==> config.mk <==
export PLATFORM = sky130hd
export DESIGN_NAME = slot_bank
export DESIGN_NICKNAME = d
export VERILOG_FILES = /design/src/rtl/slot_bank.sv
export SDC_FILE = /design/constraint.sdc
export NUM_CORES = 1
export LEC_CHECK = 0
export ABC_AREA = 1
export BUFFER_PORTS_ARGS = -buffer_cell sky130_fd_sc_hd__buf_2
export CELL_PAD_IN_SITES_DETAIL_PLACEMENT = 2
export CELL_PAD_IN_SITES_GLOBAL_PLACEMENT = 2
export CORE_MARGIN = 2
export CORE_UTILIZATION = 33
export DETAILED_ROUTE_END_ITERATION = 7
export GPL_ROUTABILITY_DRIVEN = 0
export PLACE_DENSITY = 0.88
export RECOVER_POWER = 50
export SETUP_SLACK_MARGIN = 0.05
export SLEW_MARGIN = 10
export SYNTH_ARGS = -nofsm -noshare
export SYNTH_HDL_FRONTEND = slang
export SYNTH_SLANG_ARGS = --single-unit
==> constraint.sdc <==
create_clock -name clk -period 4.62 [get_ports clk]
set_input_delay 0.693 -clock clk [delete_from_list [all_inputs] [get_ports clk]]
set_output_delay 0.693 -clock clk [all_outputs]
set_load 0.01 [all_outputs]
==> src/rtl/slot_bank.sv <==
// rtl/slot_bank.sv - credit bank for the slot machine: bet entry, spin debit, reel match and saturating payout
module slot_bank #(
  parameter int BAL_W      = 27,
  parameter int NUM_REELS  = 4,
  parameter int SYM_W      = 5,
  parameter int INIT_BAL   = 1000,
  parameter int MAX_BET    = 500,
  parameter int JACKPOT_SH = 4
) (
  input  logic                       clk,
  input  logic                       rst,
  input  logic                       b1,
  input  logic                       b10,
  input  logic                       b50,
  input  logic                       b100,
  input  logic                       spin,
  input  logic [NUM_REELS*SYM_W-1:0] reels,
  input  logic                       reels_valid,
  output logic [BAL_W-1:0]           balance,
  output logic [BAL_W-1:0]           bet,
  output logic [BAL_W-1:0]           last_payout,
  output logic                       busy,
  output logic                       win,
  output logic                       bet_reject
);

  localparam int W1  = BAL_W + 1;
  localparam int PW  = BAL_W + JACKPOT_SH;
  localparam int PW1 = PW + 1;

  typedef enum logic [1:0] {S_IDLE, S_SPIN, S_EVAL, S_PAY} state_t;

  state_t                       r_state;
  logic [4:0]                   r_btn_q;
  logic [BAL_W-1:0]             r_balance;
  logic [BAL_W-1:0]             r_bet;
  logic [BAL_W-1:0]             r_last_payout;
  logic                         r_busy;
  logic                         r_win;
  logic                         r_bet_reject;
  logic [NUM_REELS*SYM_W-1:0]   r_reels;
  logic [PW-1:0]                r_payout;

  logic [4:0]       w_btn;
  logic [4:0]       w_rise;
  logic [7:0]       w_inc;
  logic [W1-1:0]    w_new_bet;
  logic             w_bet_ok;
  logic [7:0]       w_matches;
  logic [PW-1:0]    w_payout;
  logic [PW1-1:0]   w_sum;
  logic [BAL_W-1:0] w_max;

  assign w_btn  = {spin, b100, b50, b10, b1};
  assign w_rise = w_btn & ~r_btn_q;
  assign w_max  = {BAL_W{1'b1}};

  assign w_inc = (w_rise[0] ? 8'd1  : 8'd0) + (w_rise[1] ? 8'd10  : 8'd0)
               + (w_rise[2] ? 8'd50 : 8'd0) + (w_rise[3] ? 8'd100 : 8'd0);

  assign w_new_bet = {1'b0, r_bet} + W1'(w_inc);
  assign w_bet_ok  = (w_inc != 8'd0) && (w_new_bet <= W1'(MAX_BET))
                   && (w_new_bet <= {1'b0, r_balance});

  // Count of reels agreeing with reel 0 (reel 0 always counts itself)
  always_comb begin
    w_matches = 8'd0;
    for (int k = 0; k < NUM_REELS; k++) begin
      if (r_reels[k*SYM_W +: SYM_W] == r_reels[0 +: SYM_W]) begin
        w_matches = w_matches + 8'd1;
      end
    end
  end

  always_comb begin
    w_payout = '0;
    if (w_matches == 8'(NUM_REELS)) begin
      w_payout = PW'(r_bet) << JACKPOT_SH;
    end else if (w_matches == 8'(NUM_REELS - 1)) begin
      w_payout = PW'(r_bet) << 1;
    end
  end

  assign w_sum = PW1'(r_balance) + PW1'(r_payout);

  always_ff @(posedge clk) begin
    if (rst) begin
      r_state       <= S_IDLE;
      r_btn_q       <= '0;
      r_balance     <= BAL_W'(INIT_BAL);
      r_bet         <= '0;
      r_last_payout <= '0;
      r_busy        <= 1'b0;
      r_win         <= 1'b0;
      r_bet_reject  <= 1'b0;
      r_reels       <= '0;
      r_payout      <= '0;
    end else begin
      r_btn_q      <= w_btn;
      r_win        <= 1'b0;
      r_bet_reject <= 1'b0;
      case (r_state)
        S_IDLE: begin
          // A spin takes priority; any simultaneous bet increment is dropped
          if (w_rise[4] && (r_bet != '0)) begin
            r_balance <= r_balance - r_bet;
            r_busy    <= 1'b1;
            r_state   <= S_SPIN;
          end else if (w_inc != 8'd0) begin
            if (w_bet_ok) begin
              r_bet <= w_new_bet[BAL_W-1:0];
            end else begin
              r_bet_reject <= 1'b1;
            end
          end
        end
        S_SPIN: begin
          if (reels_valid) begin
            r_reels <= reels;
            r_state <= S_EVAL;
          end
        end
        S_EVAL: begin
          r_payout <= w_payout;
          r_state  <= S_PAY;
        end
        S_PAY: begin
          r_balance     <= (w_sum > PW1'(w_max)) ? w_max : w_sum[BAL_W-1:0];
          r_last_payout <= (r_payout > PW'(w_max)) ? w_max : r_payout[BAL_W-1:0];
          r_win         <= (r_payout != '0);
          r_bet         <= '0;
          r_busy        <= 1'b0;
          r_state       <= S_IDLE;
        end
        default: r_state <= S_IDLE;
      endcase
    end
  end

  assign balance     = r_balance;
  assign bet         = r_bet;
  assign last_payout = r_last_payout;
  assign busy        = r_busy;
  assign win         = r_win;
  assign bet_reject  = r_bet_reject;

endmodule

Word-level counts from Yosys, hierarchy flattened
Cells that the tools add are included.
{ "op_classes": {"n_addsub": 8, "order_cmp": 4, "n_eq_ne": 13, "mux": 23, "bitwise": 5, "reduce_logical": 14} }
{ "ops": {"columns": ["op", "count"], "rows": [
  ["$mux W27", 6],
  ["$pmux W27 S2", 2],
  ["$add A27 B31 Y32", 1],
  ["$gt A32 B27 Y1 const B", 1],
  ["$gt A31 B27 Y1 const B", 1],
  ["$mux W31", 1],
  ["$reduce_bool A31 Y1", 1],
  ["$add A27 B8 Y28", 1],
  ["$le A28 B27 Y1", 1],
  ["$le A28 B9 Y1 const B", 1],
  ["$mux W28", 1],
  ["$reduce_bool A27 Y1", 1],
  ["$sub A27 B27 Y27", 1],
  ["$mux W8", 2],
  ["$eq A5 B5 Y1", 3],
  ["$ne A2 B2 Y1 const B", 5],
  ["$add A7 B7 Y8", 1],
  ["$add A8 B1 Y8 const B", 1],
  ["$eq A8 B2 Y1 const B", 1],
  ["$eq A8 B3 Y1 const B", 1],
  ["$pmux W2 S4", 1],
  ["$reduce_bool A8 Y1", 1],
  ["$add A5 B6 Y7", 1],
  ["$mux W7", 1],
  ["19 further kinds", 30]
]} }
{ "totals": {"ff_bits": 142, "in_bits": 28, "output_inout_bits": 84, "wordCells": 77} }

Logic depth before layout (Yosys ltp)
Gate-level depths: netlist of run 1.
{ "logic_depth": {"word_depth": 14, "mapped_depth": 30, "depth_no_buf": 29} }

Worst setup path before layout of run 1
No wires, ideal clock.
{ "synth_timing": {"kind": "input-to-reg", "start": "input port b50", "end": "register r_bet[7] (netlist: bet[7])", "setup_ns": 0.131, "t_arrival_ns": 3.803, "slack_ns": 0.687, "cell_stages": 26, "path_buffers": 1, "path_cell_list": "inv_1 -> nor2_1 -> inv_1 -> ha_1 -> xnor2_1 -> ha_1 -> nand2_1 -> inv_1 -> nand3_1 -> nand2_2 -> nand2_1 -> a21oi_1 -> xor2_1 -> ha_1 -> nand2_1 -> nor2_1 -> nand4_1 -> o2111ai_1 -> nand3_1 -> nand3_1 -> nand2_2 -> nand3_4 -> nand2_8 -> buf_12 -> nand2_2 -> a21oi_2"} }
{ "synth_between": {"elab_chain_len": 10} }
{ "synth_rtl": {"columns": ["element", "line_no", "rtl"], "rows": [
  ["from (decl)", "14", "input logic b50,"],
  ["$and A5 B5 Y5 *", "55", "assign w_rise = w_btn & ~r_btn_q;"],
  ["$mux W6 *", "59", "+ (w_rise[2] ? 8'd50 : 8'd0) + (w_rise[3] ? 8'd100 : 8'd0);"],
  ["$add A5 B6 Y7 *", "59", null],
  ["$add A7 B7 Y8 *", "59", null],
  ["$add A27 B8 Y28", "61", "assign w_new_bet = {1'b0, r_bet} + W1'(w_inc);"],
  ["$le A28 B9 Y1", "62", "assign w_bet_ok = (w_inc != 8'd0) && (w_new_bet <= W1'(MAX_BET))"],
  ["$logic_and A1 B1 Y1", "62", null],
  ["$logic_and A1 B1 Y1", "63", "&& (w_new_bet <= {1'b0, r_balance});"],
  ["$ne A2 B2 Y1 (no line)", null, null],
  ["$reduce_and A4 Y1 (no line)", null, null],
  ["to (signal assigned)", "111", "r_bet <= w_new_bet[BAL_W-1:0];"],
  ["to (decl)", "36", "logic [BAL_W-1:0] r_bet;"]
]} }
Every way passes the cells marked *; elsewhere a longest branch is shown, timed or not. The select of a mux whose other input is x is not followed.
A chain may end at the register's enable or synchronous reset.

Worst setup path in the final report of run 1
{ "layout_timing": {"start": "register r_balance[14] (netlist: balance[14])", "end": "register r_balance[5] (netlist: balance[5])"} }
{ "layout_between": {"elab_chain_len": 4} }
{ "layout_rtl": {"columns": ["element", "line_no", "rtl"], "rows": [
  ["from (decl)", "35", "logic [BAL_W-1:0] r_balance;"],
  ["from (signal assigned)", "90", "r_balance <= BAL_W'(INIT_BAL);"],
  ["from (signal assigned)", "106", "r_balance <= r_balance - r_bet;"],
  ["from (signal assigned)", "128", "r_balance <= (w_sum > PW1'(w_max)) ? w_max : w_sum[BAL_W-1:0];"],
  ["$add A27 B31 Y32", "84", "assign w_sum = PW1'(r_balance) + PW1'(r_payout);"],
  ["$gt A32 B27 Y1", "128", null],
  ["$mux W27", "128", null],
  ["$pmux W27 S2", "102", "case (r_state)"]
]} }
No other way between the ends.

==> impl_metrics.yaml, run 1 <==
floorplanning:
  pin_count: 112
  fp-row-count: 65
  coreArea_sq_mm: 0.0316
  start_util: 0.336
  die_y_um: 183
  die_w_um: 183
  die-area_sq_mm: 0.0336
sta:
  fin_ws_ps: 292
  setup_viol: 0
  maxSlewHeadroom: 0.176
  worst_pin_slew_ps: 1240
  setup_tns_ps: 0
  slew_viol_final: 0
  finalCritPeriodShare: 0.937
  hold_violations: 0
  final.setup_skew_ps: 14.7
  timing.fmax_mhz: 231
  finalCriticalPeriod_ps: 4330
setup_path:
  critical_path_required_ps: 4890
  cp-start-kind: "flop"
  critPathArrivalTime_ps: 4600
  end_kind: "flop"
  cp_max_fo: 12
  crit_type: "reg2reg"
  reg2reg_depth: 11
global_routing:
  grt_pass1_wl_um: 78100
  grt_pass1_vias: 13126
  grt_overflow: 0
  grt_max_degree: 74
  track_usage: 0.308
  antenna_found_initial: 0
hold_path:
  min_path_type: "in2reg"
  hold_path_depth: 3
synth:
  syn_inst: 1582
  ys_warn_count: 0
  synth_flop_cell: "dfxtp_1"
  synth-seq-area-share: 0.266
  synth_cell_type_count: 52
  async_reset_ff_frac: 0
  synth_edf_count: 0
  syn_area_per_cell_sq_um: 6.70
  synth_area_sq_mm: 0.0106
  ys_seq_elements: 141
  syn_nets: 1704
power:
  peakVddDrop_v: 0.000360
  p_leak_nw: 5.40
  power.total_w: 0.00913
  power_density_mw_per_mm2: 753
clock_tree:
  h-tree-depth: 4
  cts_buffers: 17
  clk_path_buf_depth: 2
  worstSkewPairLatency_ps: 450
  cts_tree: "yes"
  cts_root_buf: "clkbuf_16"
  cts.sinks: 141
  clk_pin_slew_ps: 80
status:
  status: "finished clean"
route:
  via_count: 12300
  drtAntennaViolNets: 0
  viasPerCell: 5.86
  routed_wl_um: 52900
  drt_iter0_drc: 1107
  first_pass_iters: 6
  drc: 0
  wl_per_cell_um: 25.2
layout:
  syn_to_final_growth_pct: 14.5
  drive_gt1_frac: 0.0938
  final_nets: 1805
  utilization: 0.384
  mostFrequentLayoutCells: "296 x nand2_1, 199 x inv_1, 151 x nor2_1"
  layout_commonest_cell: "nand2_1"
  n_antenna_cell: 0
placed_design:
  dp_hpwl_um: 38000
  place_ws_ps: -182
  portBuffers: 111
run:
  maxCapViolations: 0
==> what timing repair did <==
action | CTS | global route
gates resized for setup | 0 | 11
endpoints found under the hold margin | 0 | 0
hold buffers | 0 | 0
buffers inserted | 0 | 1
endpoints found under the setup margin | 0 | 27
==> state kept, by name (all words and copies together) (netlist names) <==
register     flops
bet             27
balance         27
busy             1
bet_reject       1
r_state          2
win              1
r_btn_q          5
r_reels         20
last_payout     27
r_payout        30
==> power by group <==
| group | switching [W] | leakage (nW) | internal (W) |
|---|---|---|---|
| sequential | 0.000516 | 1.15 | 0.00148 |
| combinational | 0.00396 | 3.98 | 0.00176 |
| clock | 0.000691 | 0.277 | 0.000718 |
==> worst paths after layout <==
path,start,to,slack [ps]
hold reg to reg,last_payout[24]$_SDFFE_PP0P_,last_payout[24]$_SDFFE_PP0P_,470
setup reg to reg,balance[14]$_SDFFE_PP0P_,balance[5]$_SDFFE_PP1P_,290
setup / recovery,balance[14]$_SDFFE_PP0P_,balance[5]$_SDFFE_PP1P_,290
hold / removal,b50,r_btn_q[2]$_SDFF_PP0_,460
==> routing by layer <==
metal	global-route usage	vias up	wire [um]
met5	0	-	0
met4	0.165	0	2830
met3	0.0520	171	3080
met2	0.529	503	25600
met1	0.367	6112	21500
li1	-	5514	-
==> critical path, stage by stage (launching register included) <==
cell,delay (ps)
dfxtp_1,590
ha_1,370
a21oi_1,360
o21ai_0,320
a21oi_1,190
o21ai_0,360
a221oi_1,350
nand2_1,80
nor2_1,320
nand4_1,610
o21ai_1,410
o211ai_1,170
==> cell type report <==
class | count | area, sq um
clock inverter | 15 | 151
tap | 402 | 503
inverter | 205 | 769
fill | 3788 | 19400
timing repair buffer | 131 | 577
sequential | 141 | 2820
clock buffer | 17 | 425
multi-input combinational | 1187 | 6880
==> kinds of logic after synthesis <==
kind of cell	Yosys count	share of synthesized area
buf+inv	257	0.0946
simple gates	648	0.275
flops	141	0.266
compound gates	377	0.197
xor+xnor	65	0.0537
fa+ha+maj	94	0.113
==> Yosys cell counts, drive strengths merged (8+ instances only) <==
cell	n	share of area
o21a	8	0.0057
xor2	45	0.037
o211ai	11	0.0078
nor2	163	0.060
o21ai	148	0.070
dfxtp	141	0.27
clkbuf	40	0.014
a31oi	32	0.019
a21oi	145	0.070
ha	91	0.11
nand2	310	0.12
nand3	78	0.038
a211oi	9	0.0064
buf	12	0.0078
nor3	41	0.028
inv	203	0.072
xnor2	20	0.017
nor4	12	0.0071
nand4	30	0.018
==> stage by stage <==
step / instances / hold WS [ps] / instance area, sq um
after floorplan: 1582 / 445 / 10600
after global placement: 2062 / 451 / 11600
after detailed placement: 2062 / 455 / 11600
after CTS: 2094 / 464 / 12200
after global routing: 2098 / 489 / 12100
final: 2098 / 464 / 12100
No activity file was read; power rests on OpenSTA's default activity.
==> run 2, diff against run 1 <==
REMOVE_ABC_BUFFERS = 1   (was default)
==> run 2 against run 1 <==
Net effect:
- the flow now finishes with violations (capacitance limit, slew limit, setup timing)
- clock skew fell by 1.1 ps
- worst setup slack got worse by 410 ps
- design area up 0.71%
- die area stayed put
- via count is 4.6% higher
- utilization rose by 0.27 points
- routed wire length is 12% higher
- power up 1.8%
- global-route usage grew 3.1 points
- flip-flop and latch count unchanged
- largest power group unchanged
- highest routed layer unchanged
==> impl_metrics.yaml, run 2 (same netlist as run 1, synthesis figures left out) <==
clock_tree:
  cts.sinks: 141
  cts_root_buf: "clkbuf_16"
  worstSkewPairLatency_ps: 470
  h-tree-depth: 4
  clk_pin_slew_ps: 80
  cts_tree: "yes"
  cts_buffers: 17
  clk_path_buf_depth: 2
route:
  drtAntennaViolNets: 0
  first_pass_iters: 5
  routed_wl_um: 59100
  via_count: 12861
  drt_iter0_drc: 1011
  drc: 0
  wl_per_cell_um: 28.2
  viasPerCell: 6.14
hold_path:
  hold_path_depth: 3
  hold_start: "b1"
  holdPathEnd: "r_btn_q[0]$_SDFF_PP0_"
  min_path_type: "in2reg"
floorplanning:
  start_util: 0.336
  pin_count: 112
  die_w_um: 183
  die_y_um: 183
  fp-row-count: 65
  die-area_sq_mm: 0.0336
  coreArea_sq_mm: 0.0316
power:
  power_density_mw_per_mm2: 761
  p_leak_nw: 5.35
  peakVddDrop_v: 0.000324
run:
  maxCapViolations: 1
setup_path:
  timing.rr.start: "r_btn_q[2]$_SDFF_PP0_"
  critPathArrivalTime_ps: 5110
  end_kind: "flop"
  critical_path_required_ps: 4990
  crit_type: "in2reg"
  rr_endpoint: "bet[5]$_SDFFE_PP0P_"
  reg2reg_depth: 23
  cp-start-kind: "input port"
  cp_max_fo: 7
  r2r_slack_ps: -90
layout:
  mostFrequentLayoutCells: "292 x nand2_1, 198 x inv_1, 150 x nor2_1"
  drive_gt1_frac: 0.0975
  final_nets: 1802
  largest_register_ffs: 30
  layout_commonest_cell: "nand2_1"
  syn_to_final_growth_pct: 15.3
  n_fill_cell: 3748
  regMostFlops: "r_payout"
sta:
  setup_viol: 22
  hold_ws_ps: 439
  timing.fmax_mhz: 211
  rsz0062_at_grt: "yes"
  maxSlewHeadroom: -0.919
  hold_violations: 0
  finalCritPeriodShare: 1.02
  slew_viol_final: 69
  finalCriticalPeriod_ps: 4730
  fin_ws_ps: -114
  final.setup_skew_ps: 13.6
  worst_pin_slew_ps: 2860
global_routing:
  grt_overflow: 0
  grt_pass1_wl_um: 85800
  track_usage: 0.339
  antenna_found_initial: 1
  grt_util_met3: 0.0502
  grtUsageMet2: 0.582
  grt_max_degree: 74
  grt_pass1_vias: 13943
  grt-busiest-layer: "met2"
  grt_util_met1: 0.385
placed_design:
  place_ws_ps: -359
  portBuffers: 111
  dp_hpwl_um: 39200
status:
  violations: "capacitance limit, slew limit, setup timing"
  status: "finished with violations"
run 2: power by group:
part | switching, W | internal (W)
Sequential | 0.000475 | 0.00148
Clock | 0.000696 | 0.000754
Combinational | 0.00410 | 0.00180
run 2: area by class of cell:
cell class              count  area (sq um)  share of cell area
flip-flops and latches    141          2820               0.231
clock buffers              18           429              0.0351
multi-input cells        1187          6980               0.571
diodes                      1          2.50            0.000205
inverters                 205           771              0.0631
repair buffers            128           569              0.0466
well taps                 402           503              0.0412
clock inverters            14           139              0.0114
run 2: worst max-delay path, stage by stage:
cell and delay [ps]:
buf_2 80, inv_1 40, nor2_1 100, inv_2 80, ha_1 310, xnor2_2 150, ha_1 400, nand2_2 110
nor2_4 170, nand3_2 150, nand2_4 180, nand2_4 120, xor2_4 210, inv_1 120, ha_1 300, nand2_1 90
nor2_2 180, nand4_1 210, nor3b_1 310, nand4_1 160, nand2_2 160, nand3_4 220, nand2_8 190, nand2_1 150
a21oi_2 230
run 2: layer usage:
metal | part of all wire | vias up
li1 | - | 5509
met1 | 0.39 | 6432
met2 | 0.47 | 648
met3 | 0.056 | 272
met4 | 0.082 | 0
met5 | 0 | -
run 2: timing repair:
action	CTS	global route
gates resized for setup	7	25
endpoints found under the setup margin	27	27
pin swaps	1	9
hold buffers	0	0
cloned	3	0
buffers inserted	3	3
run 2: worst max path at each step:
stage	from	end	slack, ps
final	b50	bet[5]$_SDFFE_PP0P_	-110
after global routing	b50	bet[1]$_SDFFE_PP0P_	-240
after CTS	b50	bet[9]$_SDFFE_PP0P_	90
after detailed placement	b100	bet[0]$_SDFFE_PP0P_	-360
after global placement	b100	bet[2]$_SDFFE_PP0P_	220
after floorplan	b50	bet[0]$_SDFFE_PP0P_	710
run 2: stage by stage:
stage	util	power, W	instances	instance area, sq um	TNS, ps
global route	0.387	0.00981	2095	12200	-4020
detailed placement	0.365	0.00727	2054	11500	-6920
CTS	0.386	0.00899	2092	12200	0
floorplan	-	0.00523	1530	10400	0
global placement	0.365	0.00688	2054	11500	0
finish	0.387	0.00930	2096	12200	-639
==> run 3, diff against run 2 <==
ABC_AREA = default   (was 1)
CORE_UTILIZATION = 35   (was 33)
PLACE_DENSITY = 0.89   (was 0.88)
SKIP_CTS_REPAIR_TIMING = 1   (was default)
==> run 3 against run 2 <==
Net effect:
- the flow still finishes with violations (capacitance limit, slew limit, setup timing)
- global-route usage fell by 2.3 points
- non-clock buffer count grew 59
- design area decreased by 1.7%
- register-to-register slack worse by 240 ps
- clock skew decreased by 0.85 ps
- critical endpoint is now bet[2]$_SDFFE_PP0P_
- largest power group unchanged
- highest routed layer unchanged
==> impl_metrics.yaml, run 3 <==
floorplanning:
  fp-row-count: 61
  die_w_um: 173
  die_y_um: 173
  start_util: 0.358
  die-area_sq_mm: 0.0300
  coreArea_sq_mm: 0.0280
  pin_count: 112
route:
  routed_wl_um: 48700
  first_pass_iters: 5
  viasPerCell: 6.08
  drc: 0
  via_count: 11096
  drt_iter0_drc: 826
  drtAntennaViolNets: 0
  wl_per_cell_um: 26.7
sta:
  worst_pin_slew_ps: 3080
  setup_tns_ps: -3040
  setup_viol: 11
  maxSlewHeadroom: -1.06
  rsz0062_at_grt: "yes"
  final.setup_skew_ps: 12.8
  timing.fmax_mhz: 202
  slew_viol_final: 62
  finalCritPeriodShare: 1.07
  hold_violations: 0
  fin_ws_ps: -327
  finalCriticalPeriod_ps: 4950
status:
  violations: "capacitance limit, slew limit, setup timing"
  status: "finished with violations"
synth:
  syn_area_per_cell_sq_um: 7.77
  yosysMostFrequentCell: "nor2_1"
  ys_seq_elements: 141
  synthTopCellsByCount: "158 x nor2_1, 141 x dfxtp_1, 115 x nand2_1"
  synth-seq-area-share: 0.282
  synth_flop_cell: "dfxtp_1"
  ys_warn_count: 0
  async_reset_ff_frac: 0
  synth_cell_type_count: 77
  synthTopCellsByArea: "dfxtp_1 28%, ha_1 11%, nor2_1 5.9%"
  syn_inst: 1289
  synth_edf_count: 0
  synth_largest_area_cell: "dfxtp_1"
  synth_area_sq_mm: 0.0100
  synth_top_area_frac: 0.282
setup_path:
  cp-start-kind: "flop"
  end_kind: "flop"
  crit_type: "reg2reg"
  critical_path_required_ps: 4980
  cp_max_fo: 5
  critPathArrivalTime_ps: 5300
clock_tree:
  worstSkewPairLatency_ps: 470
  clk_path_buf_depth: 2
  cts_root_buf: "clkbuf_16"
  h-tree-depth: 4
  cts.sinks: 141
  cts_buffers: 17
  clk_pin_slew_ps: 70
  cts_tree: "yes"
power:
  peakVddDrop_v: 0.000269
  p_leak_nw: 5.07
  power_density_mw_per_mm2: 661
layout:
  n_fill_cell: 3232
  multi_input_area_sq_mm: 0.00680
  largest_register_ffs: 30
  regMostFlops: "r_payout"
  final_nets: 1556
  n_antenna_cell: 0
  mostFrequentLayoutCells: "155 x nor2_1, 140 x dfxtp_1, 114 x nand2_1"
  syn_to_final_growth_pct: 19.8
  drive_gt1_frac: 0.140
  final-seq-area_sq_mm: 0.00282
  layout_commonest_cell: "nor2_1"
  post-route-cell-area_sq_mm: 0.0120
global_routing:
  grt_pass1_vias: 12067
  grt_pass1_wl_um: 73400
  track_usage: 0.316
  grt_max_degree: 62
  grt_overflow: 0
  antenna_found_initial: 0
placed_design:
  dp_hpwl_um: 32500
  portBuffers: 111
  postPlaceCellArea_sq_mm: 0.0113
run:
  maxCapViolations: 1
hold_path:
  min_path_type: "in2reg"
[run 3: worst paths after layout]
check | startpoint | endpoint | slack [ps] | cells after the start
setup / recovery | r_btn_q[3]$_SDFF_PP0_ | bet[2]$_SDFFE_PP0P_ | -330 | 23
hold / removal | b1 | r_btn_q[0]$_SDFF_PP0_ | 450 | 2
setup reg to reg | r_btn_q[3]$_SDFF_PP0_ | bet[2]$_SDFFE_PP0P_ | -330 | 23
hold reg to reg | r_reels[11]$_SDFFE_PP0P_ | r_reels[11]$_SDFFE_PP0P_ | 470 | 2
[run 3: routing by layer]
layer | wire length, um | vias up | GRT usage
met3 | 3030 | 137 | 0.0508
met5 | 0 | - | 0
met4 | 2190 | 0 | 0.155
met1 | 20200 | 5575 | 0.394
met2 | 23300 | 479 | 0.529
li1 | - | 4905 | -
[run 3: logic make-up after synthesis]
kind of cell | Yosys count | share of synthesized area
xor+xnor | 86 | 0.0752
mux | 7 | 0.00737
flops | 141 | 0.282
buf+inv | 141 | 0.0563
simple gates | 465 | 0.219
compound gates | 354 | 0.240
fa+ha+maj | 95 | 0.121
[run 3: cell type report]
class                           count  area share
Sequential cell                   141       0.235
Clock inverter                     15      0.0141
Clock buffer                       17      0.0354
Multi-Input combinational cell   1008       0.566
Timing Repair Buffer              187      0.0848
Inverter                           79      0.0247
Tap cell                          378      0.0394
[run 3: per-stage QoR]
step                      power, W  cells  setup WS (ps)  utilization  hold WS (ps)
after floorplan            0.00443   1227           -122            -           442
after CTS                  0.00779   1820           -419        0.426           450
after detailed placement   0.00602   1788           -765        0.405           468
after global routing       0.00833   1825           -477        0.429           460
after global placement     0.00568   1788           -432        0.405           455
final                      0.00794   1825           -327        0.429           453
[run 3: where the power goes]
| part | internal [W] | switching, W |
|---|---|---|
| logic | 0.00164 | 0.00299 |
| registers | 0.00145 | 0.000370 |
| clock network | 0.000771 | 0.000716 |
[run 3: critical path, stage by stage, from the launching register on]
cell and delay (ps):
dfxtp_2 310, nand2b_4 140, buf_6 120, nor2_4 130, nand2_2 80, xor2_2 180
ha_2 220, a2111o_1 210, or2_4 150, o311a_4 200, nand3_2 80, or3_4 390
xnor2_2 170, ha_1 360, a21oi_4 220, nor2_2 80, o311ai_2 320, a211oi_2 80
o41ai_2 350, maj3_2 250, o211ai_1 110, nand2_2 220, a31oi_4 160, a22o_1 280
